==> config.mk <==
export PLATFORM = sky130hd
export DESIGN_NAME = bist_tpg_ctrl
export DESIGN_NICKNAME = d
export VERILOG_FILES = /design/src/rtl/bist_pkg.sv /design/src/rtl/bist_tpg_lfsr.sv /design/src/rtl/bist_tpg_ctrl.sv
export SDC_FILE = /design/constraint.sdc
export NUM_CORES = 1
export LEC_CHECK = 0
export CORE_MARGIN = 1.5
export CORE_UTILIZATION = 42
export CTS_BUF_LIST = sky130_fd_sc_hd__clkbuf_8 sky130_fd_sc_hd__clkbuf_16
export DETAILED_ROUTE_END_ITERATION = 12
export PLACE_DENSITY = 0.72
export REMOVE_ABC_BUFFERS = 1
export SYNTH_ARGS = -nofsm -noshare
export SYNTH_HDL_FRONTEND = slang
export SYNTH_SLANG_ARGS = --single-unit
==> constraint.sdc <==
create_clock -name clock -period 1.3 [get_ports clock]
set_clock_uncertainty 0.1 [all_clocks]
set_input_delay 0.26 -clock clock [delete_from_list [all_inputs] [get_ports clock]]
set_output_delay 0.26 -clock clock [all_outputs]
set_load 0.02 [all_outputs]
==> src/rtl/bist_pkg.sv <==
// Shared constants for the BIST test-pattern controller.
// Holds the FSM encoding, the LFSR seed and the LFSR step function.
package bist_pkg;

   localparam logic [2:0] ST_IDLE    = 3'd0;
   localparam logic [2:0] ST_INIT    = 3'd1;
   localparam logic [2:0] ST_RUN     = 3'd2;
   localparam logic [2:0] ST_SETTLE  = 3'd3;
   localparam logic [2:0] ST_COMPARE = 3'd4;
   localparam logic [2:0] ST_DONE    = 3'd5;

   localparam logic [2:0] LFSR_SEED = 3'b001;
   localparam int         PAT_COUNT = 8;
   localparam logic [2:0] PAT_LAST  = 3'(PAT_COUNT - 1);

   // 3-bit LFSR with zero insertion: visits all 8 codes.
   function automatic logic [2:0] lfsr_next(input logic [2:0] s);
      logic [2:0] n;
      unique case (s)
         3'b100:  n = 3'b000;
         3'b000:  n = 3'b001;
         default: n = {s[1:0], s[2] ^ s[1]};
      endcase
      return n;
   endfunction

endpackage

==> src/rtl/bist_tpg_lfsr.sv <==
// Pattern source for the full-adder CUT.
// Load wins over advance; reset returns to the seed.
import bist_pkg::*;

module bist_tpg_lfsr (
   input  logic       clock,
   input  logic       reset,
   input  logic       load,
   input  logic       advance,
   output logic [2:0] q
);

   logic [2:0] r_q;

   // Seed on reset or load, step while advancing.
   always_ff @(posedge clock or negedge reset) begin
      if (!reset)       r_q <= LFSR_SEED;
      else if (load)    r_q <= LFSR_SEED;
      else if (advance) r_q <= lfsr_next(r_q);
   end

   assign q = r_q;

endmodule

==> src/rtl/bist_tpg_ctrl.sv <==
// BIST controller: drives 8 exhaustive patterns into the CUT,
// waits for the MISR to settle and compares its signature.
import bist_pkg::*;

module bist_tpg_ctrl #(
   parameter logic [3:0]  GOLDEN_SIG    = 4'b0000,
   parameter int unsigned SETTLE_CYCLES = 1
) (
   input  logic       clock,
   input  logic       reset,
   input  logic       start,
   input  logic [3:0] sigIn,
   output logic [2:0] patternOut,
   output logic       testMode,
   output logic       oraReset,
   output logic       busy,
   output logic       done,
   output logic       pass
);

   localparam logic [2:0] SETTLE_LAST = 3'(SETTLE_CYCLES - 1);

   logic [2:0] r_state;
   logic [2:0] r_cnt;
   logic       r_pass;
   logic [2:0] w_next;
   logic [2:0] w_lfsr;
   logic       w_in_run;

   assign w_in_run = (r_state == ST_RUN);

   bist_tpg_lfsr u_lfsr (
      .clock   (clock),
      .reset   (reset),
      .load    (r_state == ST_INIT),
      .advance (w_in_run),
      .q       (w_lfsr)
   );

   // Next-state decode; start only matters in IDLE and DONE.
   always_comb begin
      w_next = r_state;
      unique case (r_state)
         ST_IDLE:    if (start) w_next = ST_INIT;
         ST_INIT:    w_next = ST_RUN;
         ST_RUN:     if (r_cnt == PAT_LAST) w_next = ST_SETTLE;
         ST_SETTLE:  if (r_cnt == SETTLE_LAST) w_next = ST_COMPARE;
         ST_COMPARE: w_next = ST_DONE;
         ST_DONE:    if (start) w_next = ST_INIT;
         default:    w_next = ST_IDLE;
      endcase
   end

   // State register.
   always_ff @(posedge clock or negedge reset) begin
      if (!reset) r_state <= ST_IDLE;
      else        r_state <= w_next;
   end

   // Shared counter: pattern index in RUN, wait count in SETTLE.
   always_ff @(posedge clock or negedge reset) begin
      if (!reset)
         r_cnt <= '0;
      else if (w_next != r_state)
         r_cnt <= '0;
      else if (w_in_run || r_state == ST_SETTLE)
         r_cnt <= r_cnt + 3'd1;
   end

   // Capture the compare result; drop it when a new test starts.
   always_ff @(posedge clock or negedge reset) begin
      if (!reset)
         r_pass <= 1'b0;
      else if (r_state == ST_COMPARE)
         r_pass <= (sigIn == GOLDEN_SIG);
      else if (r_state == ST_DONE && start)
         r_pass <= 1'b0;
   end

   assign busy       = (r_state != ST_IDLE) && (r_state != ST_DONE);
   assign done       = (r_state == ST_DONE);
   assign pass       = r_pass;
   assign testMode   = busy;
   assign oraReset   = (r_state != ST_INIT);
   assign patternOut = w_in_run ? w_lfsr : 3'b000;

endmodule

### Word level (Yosys, flattened, before mapping)

Index checks and enable logic that the tools add are counted.

* flip-flop bits (word level): 10
* latch bits: 0
* RAM bits: 0
* memory bits (read-only): 0
* input bits: 7
* output and inout bits: 8
* logic and storage cells: 40
* memories kept: 0

* add/sub/neg operators: 1
* multiply operators: 0
* divide/modulo/power cells: 0
* magnitude comparators: 0
* eq/ne operators: 10
* shifts and indexed selects: 0
* multiplexer cells: 12
* bitwise logic cells: 1
* reductions and logical operators: 12

Operators by type and width (number)
* two-way mux 3 bit: 8
* case mux 3 bit (5 select lines): 1
* equality test 3 bit (second input constant): 4
* zero test 3 bit: 3
* equality test 3 x 2 -> 1 bit (second input constant): 2
* case mux 3 bit (2 select lines): 1
* nonzero test 2 bit: 3
* zero test 4 bit: 1
* adder 3 x 1 -> 3 bit (second input constant): 1
* equality test 3 x 1 -> 1 bit (second input constant): 1
* inequality test 3 x 1 -> 1 bit (second input constant): 1
* inequality test 3 bit: 1
* inequality test 3 bit (second input constant): 1
* nonzero test 3 bit: 1
* logical AND 1 bit: 2
* two-way mux 1 bit: 2
* OR reduction 2 bit: 1
* logical OR 1 bit: 1
* bitwise XOR 1 bit: 1

### Logic depth before layout (Yosys ltp)

* depth after elaboration: 5
* gate-level depth with buffers: 5

### Hierarchy

A second synthesis with hierarchy kept.

* cell total of the unflattened synthesis: 63
* area, all modules: 604.3 µm²

By module, submodules not included
* bist_tpg_ctrl: times used 1, cells an instance 50, area an instance 464.2 µm², seq. area each 175.2 µm²
* bist_tpg_lfsr: times used 1, cells an instance 13, area an instance 140.1 µm², seq. area each 76.3 µm²

### Worst setup path after synthesis

Ideal clock, no wire load.

* kind: register to output
* start point: reg r_state[2]
* end point: out patternOut[0]
* data arrival time: 1134 ps
* data required time: 940 ps
* path slack: -194 ps
* cell stages (with the launch flop): 4
* cells stage by stage: dfrtp_1 -> buf_2 -> nand2b_1 -> nor3_1

* cells in the longest elaborated chain, start to end: 2

Ends and longest elaborated chain
* start: declaration: RTL line bist_tpg_ctrl.sv:23 `logic [2:0] r_state;`
* start signal: assignment: RTL line bist_tpg_ctrl.sv:57 `else r_state <= w_next;`
* equality test 3 x 2 -> 1 bit: RTL line bist_tpg_ctrl.sv:30 `assign w_in_run = (r_state == ST_RUN);`
* two-way mux 3 bit: RTL line bist_tpg_ctrl.sv:85 `assign patternOut = w_in_run ? w_lfsr : 3'b000;`
* end: declaration: RTL line bist_tpg_ctrl.sv:13 `output logic [2:0] patternOut,`

Every way passes these cells.

### Worst setup path after layout

* start point: reg r_state[2]
* end point: out oraReset

* cells in the longest elaborated chain, start to end: 1

Ends and longest elaborated chain
* inequality test 3 x 1 -> 1 bit: RTL line bist_tpg_ctrl.sv:84 `assign oraReset = (r_state != ST_INIT);`
* end: declaration: RTL line bist_tpg_ctrl.sv:15 `output logic oraReset,`

Every way passes these cells.

==> metrics.txt <==
# TYPE chip_impl_metric gauge
chip_impl_info{name="outcome",value="finished, violations left"} 1
chip_impl_info{name="failed_checks",value="setup timing"} 1
chip_impl_metric{name="grt_use_total",unit="%"} 22.3
chip_impl_metric{name="maxCapViolCount",unit=""} 0
chip_impl_metric{name="drt_iter0_drc",unit=""} 13
chip_impl_info{name="ctsRootBufferMaster",value="sky130_fd_sc_hd__clkbuf_8"} 1
chip_impl_metric{name="final_core_util",unit="%"} 90.0
chip_impl_metric{name="hold_viol",unit=""} 0
chip_impl_metric{name="syn-cell-area",unit="um^2"} 647
chip_impl_metric{name="critical_path_required",unit="ps"} 940
chip_impl_metric{name="ys_warn_count",unit=""} 0
chip_impl_metric{name="fin_hold_ws",unit="ps"} 205
chip_impl_metric{name="grt_antenna_before_repair",unit=""} 0
chip_impl_info{name="timing.setup.critical_path_class",value="flop to output pin"} 1
chip_impl_metric{name="cellLeakagePower",unit="nW"} 0.589
chip_impl_metric{name="final.min_clock_period",unit="ps"} 1650
chip_impl_metric{name="fmaxAchievable",unit="MHz"} 605
chip_impl_metric{name="detail_route.wl_per_cell",unit="um"} 17.3
chip_impl_metric{name="number_of_diodes",unit=""} 0
chip_impl_metric{name="yosysSeqAreaShare",unit="%"} 38.9
chip_impl_metric{name="power_switching",unit="W"} 0.00123
chip_impl_metric{name="route.detailed.drc",unit=""} 0
chip_impl_metric{name="path_max_fanout",unit=""} 4
chip_impl_metric{name="global_route.overflow_total",unit=""} 0
chip_impl_metric{name="share_seq_of_total_power",unit="%"} 17.9
chip_impl_metric{name="critical_path_cell_count",unit=""} 3
chip_impl_metric{name="postSynthAreaPerCell",unit="um^2"} 9.37
chip_impl_metric{name="placementRows",unit=""} 13
chip_impl_metric{name="cts.sink_count",unit=""} 10
chip_impl_info{name="timing.critical_path.max_delay_family",value="flip-flops"} 1
chip_impl_metric{name="cts-root-to-sink-buffers",unit=""} 2
chip_impl_metric{name="vias",unit=""} 712
chip_impl_metric{name="internal-power",unit="W"} 0.00189
chip_impl_metric{name="cts_inserted_buffers",unit=""} 3
chip_impl_metric{name="detailedPlacementHpwl",unit="um"} 1170
chip_impl_metric{name="synth_seq_cells",unit=""} 10
chip_impl_metric{name="synth_cells",unit=""} 69
chip_impl_metric{name="setup_total_negative_slack",unit="ps"} -3580
chip_impl_metric{name="cts_htree_levels",unit=""} 1
chip_impl_metric{name="power.combinational.fraction",unit="%"} 69.4
chip_impl_info{name="setup.worst_path.start_class",value="flop"} 1
chip_impl_metric{name="count_of_different_cell_masters_after_synthesis",unit=""} 31
chip_impl_metric{name="via_per_inst",unit=""} 5.56
chip_impl_metric{name="crit_path_max_incr_delay",unit="ps"} 440
chip_impl_metric{name="cp_data_arrival_time",unit="ps"} 1290
chip_impl_metric{name="slew_headroom",unit="%"} 84.2
chip_impl_metric{name="sw_frac_of_total",unit="%"} 39.5
chip_impl_metric{name="finalNetCount",unit=""} 124
chip_impl_metric{name="dp.cells",unit=""} 115
chip_impl_metric{name="tightest_slew",unit="ps"} 235
chip_impl_metric{name="power.density_cell_area",unit="nW/um^2"} 2540
chip_impl_metric{name="ios",unit=""} 15
chip_impl_metric{name="path_buf_inv",unit=""} 2
chip_impl_metric{name="areaGrowthSynthToFinish",unit="%"} 90.1
chip_impl_metric{name="die_area",unit="um^2"} 1780
chip_impl_metric{name="post-route-worst-setup-slack",unit="ps"} -353
chip_impl_metric{name="timing.final.setup_violations",unit=""} 16
chip_impl_metric{name="buffer_ports.inserted",unit=""} 14
chip_impl_metric{name="grt_start_max_net_pins",unit=""} 11
chip_impl_metric{name="die_w",unit="um"} 42.2
chip_impl_metric{name="clock_power_share",unit="%"} 12.7
chip_impl_info{name="cts_tree",value="yes"} 1
chip_impl_info{name="critical-path-slowest-cell",value="sky130_fd_sc_hd__dfrtp_2"} 1
chip_impl_metric{name="instances_no_fill",unit=""} 128
chip_impl_metric{name="coreArea",unit="um^2"} 1370
chip_impl_info{name="critical_path_sink_type",value="output pin"} 1
chip_impl_metric{name="finalWirelength",unit="um"} 2220
chip_impl_info{name="unrepaired_setup_endpoints_after_global_routing",value="true"} 1
chip_impl_metric{name="maxSlewViolCount",unit=""} 0
chip_impl_metric{name="place.gp.congestion",unit=""} 0.762
chip_impl_info{name="hold_path.class",value="input pin to asynchronous set/reset pin"} 1
chip_impl_metric{name="chipHeight",unit="um"} 42.2
chip_impl_info{name="worstPathCellList",value="buf_6 > or3_4 > buf_6"} 1
chip_impl_metric{name="total_power",unit="W"} 0.00312
chip_impl_metric{name="ant_nets_after_route",unit=""} 0
chip_impl_metric{name="clock_insertion_delay_worst_skew",unit="ps"} 240
chip_impl_metric{name="worst-r2r-cell-count",unit=""} 6
chip_impl_metric{name="layout.filler_cells",unit=""} 56
chip_impl_metric{name="clkTransAtPathRegs",unit="ps"} 50
chip_impl_metric{name="grt_first_pass_wirelength",unit="um"} 2970
chip_impl_metric{name="floorplan.initialDensity",unit="%"} 47.3
chip_impl_info{name="worst_path_most_repeated_cell",value="sky130_fd_sc_hd__buf_6"} 1
chip_impl_metric{name="layout-drive-gt1-share",unit="%"} 59.3
chip_impl_metric{name="first_global_vias",unit=""} 687
chip_impl_metric{name="ir_worst_vdd",unit="mV"} 1.66
chip_impl_metric{name="layout_worst_path_cycle_share",unit="%"} 127
chip_impl_metric{name="firstDrtPassIters",unit=""} 6
-- placed cells by master (no fill, tap or decap), drive strengths merged, types with 2 or more instances in the layout --
cell / n
buf: 38
clkbuf: 4
nor2: 2
a21o: 2
mux2i: 2
nor2b: 3
o21ai: 3
dfrtp: 9
xnor2: 2
nand3b: 2
nand2: 3
clkdlybuf4s50: 6
nor3: 4
a22o: 4
a21oi: 2
inv: 5
ha: 3
and3: 2
nand2b: 4
-- cells by family after synthesis --
logic type	count (synthesis)	share of synthesized area (%)
and+or+nand+nor	24	21.9
DFF	10	38.9
adders and majority gates	3	5.80
xor gates and xnor gates	2	2.71
buffers and inverters	10	7.16
muxes	2	3.09
AOI/OAI and AO/OA	18	20.5
-- through the flow --
step	area (um^2)	setup WS, ps
final	1230	-353
after global routing	1230	-367
after CTS	1090	-326
after detailed placement	943	-446
after global placement	943	-429
after floorplan	619	-272
-- registers in the layout, indices dropped and copies added (netlist names) --
register	cells
r_cnt	3
pass	1
r_state	3
u_lfsr.q	3
-- path summary, 6_finish.rpt --
kind | from | to | slack [ps]
setup / recovery | r_state[2] | oraReset | -350
hold / removal | reset | pass | 210
setup reg to reg | r_state[2] | r_cnt[0] | -240
hold reg to reg | pass | pass | 390
max in group asynchronous | reset | u_lfsr.q[0] | 670
min in group clock | pass | pass | 390
-- synthesized netlist by cell type --
cell | instances | share of area, %
sky130_fd_sc_hd__buf_2 | 4 | 3.1
sky130_fd_sc_hd__a22o_1 | 4 | 5.4
sky130_fd_sc_hd__o311ai_1 | 1 | 1.4
sky130_fd_sc_hd__o31ai_1 | 1 | 1.2
sky130_fd_sc_hd__dfstp_2 | 1 | 4.1
sky130_fd_sc_hd__nand3b_1 | 2 | 2.3
sky130_fd_sc_hd__inv_1 | 5 | 2.9
sky130_fd_sc_hd__a221oi_1 | 1 | 1.4
sky130_fd_sc_hd__nor3_1 | 4 | 3.1
sky130_fd_sc_hd__mux2i_1 | 2 | 3.1
sky130_fd_sc_hd__xnor2_1 | 2 | 2.7
sky130_fd_sc_hd__nor2_1 | 2 | 1.2
sky130_fd_sc_hd__a21o_1 | 2 | 2.3
sky130_fd_sc_hd__o21ai_0 | 1 | 0.77
sky130_fd_sc_hd__o21ai_1 | 2 | 1.5
sky130_fd_sc_hd__and3_1 | 2 | 1.9
sky130_fd_sc_hd__a21boi_1 | 1 | 1.2
sky130_fd_sc_hd__ha_1 | 3 | 5.8
sky130_fd_sc_hd__nand4b_1 | 1 | 1.4
sky130_fd_sc_hd__nand2_1 | 3 | 1.7
sky130_fd_sc_hd__or4_1 | 1 | 1.2
sky130_fd_sc_hd__o211ai_1 | 1 | 1.2
sky130_fd_sc_hd__buf_4 | 1 | 1.2
sky130_fd_sc_hd__nand2b_1 | 4 | 3.9
sky130_fd_sc_hd__o21bai_1 | 1 | 1.2
sky130_fd_sc_hd__dfrtp_1 | 9 | 35
sky130_fd_sc_hd__a21oi_1 | 2 | 1.5
sky130_fd_sc_hd__o211a_1 | 1 | 1.5
sky130_fd_sc_hd__or3_1 | 1 | 0.97
sky130_fd_sc_hd__nor2b_1 | 3 | 2.9
sky130_fd_sc_hd__or3b_1 | 1 | 1.4
-- what timing repair did --
item | 4_1_cts | 5_1_grt
resized for setup | 54 | 30
pin swaps | 10 | 10
setup endpoints to repair | 16 | 17
hold buffers | 0 | 0
buffers inserted | 5 | 6
-- layout make-up --
cell class	instances	area (um^2)	share of cell area [%]
tap	15	18.8	1.53
clock buffer	4	55.1	4.48
sequential	10	254	20.7
timing repair buffer	45	423	34.4
inverter	5	18.8	1.53
multi-input combinational	49	460	37.4
-- power groups by stage --
stage	logic [W]	registers, W	clock network, W
CTS	0.00178	0.000537	0.000405
floorplan	0.000707	0.000600	0
detailed placement	0.00154	0.000532	0
global placement	0.00152	0.000523	0
global route	0.00230	0.000572	0.000418
finish	0.00216	0.000559	0.000396
-- layer usage --
layer | GRT usage [%] | wire length (um) | vias to the layer above
li1 | - | - | 339
met1 | 26.1 | 936 | 354
met2 | 38.2 | 1180 | 17
met3 | 9.05 | 93 | 2
met4 | 4.38 | 11 | 0
met5 | 0 | 0 | -
Power figures use the tool's default switching activity.
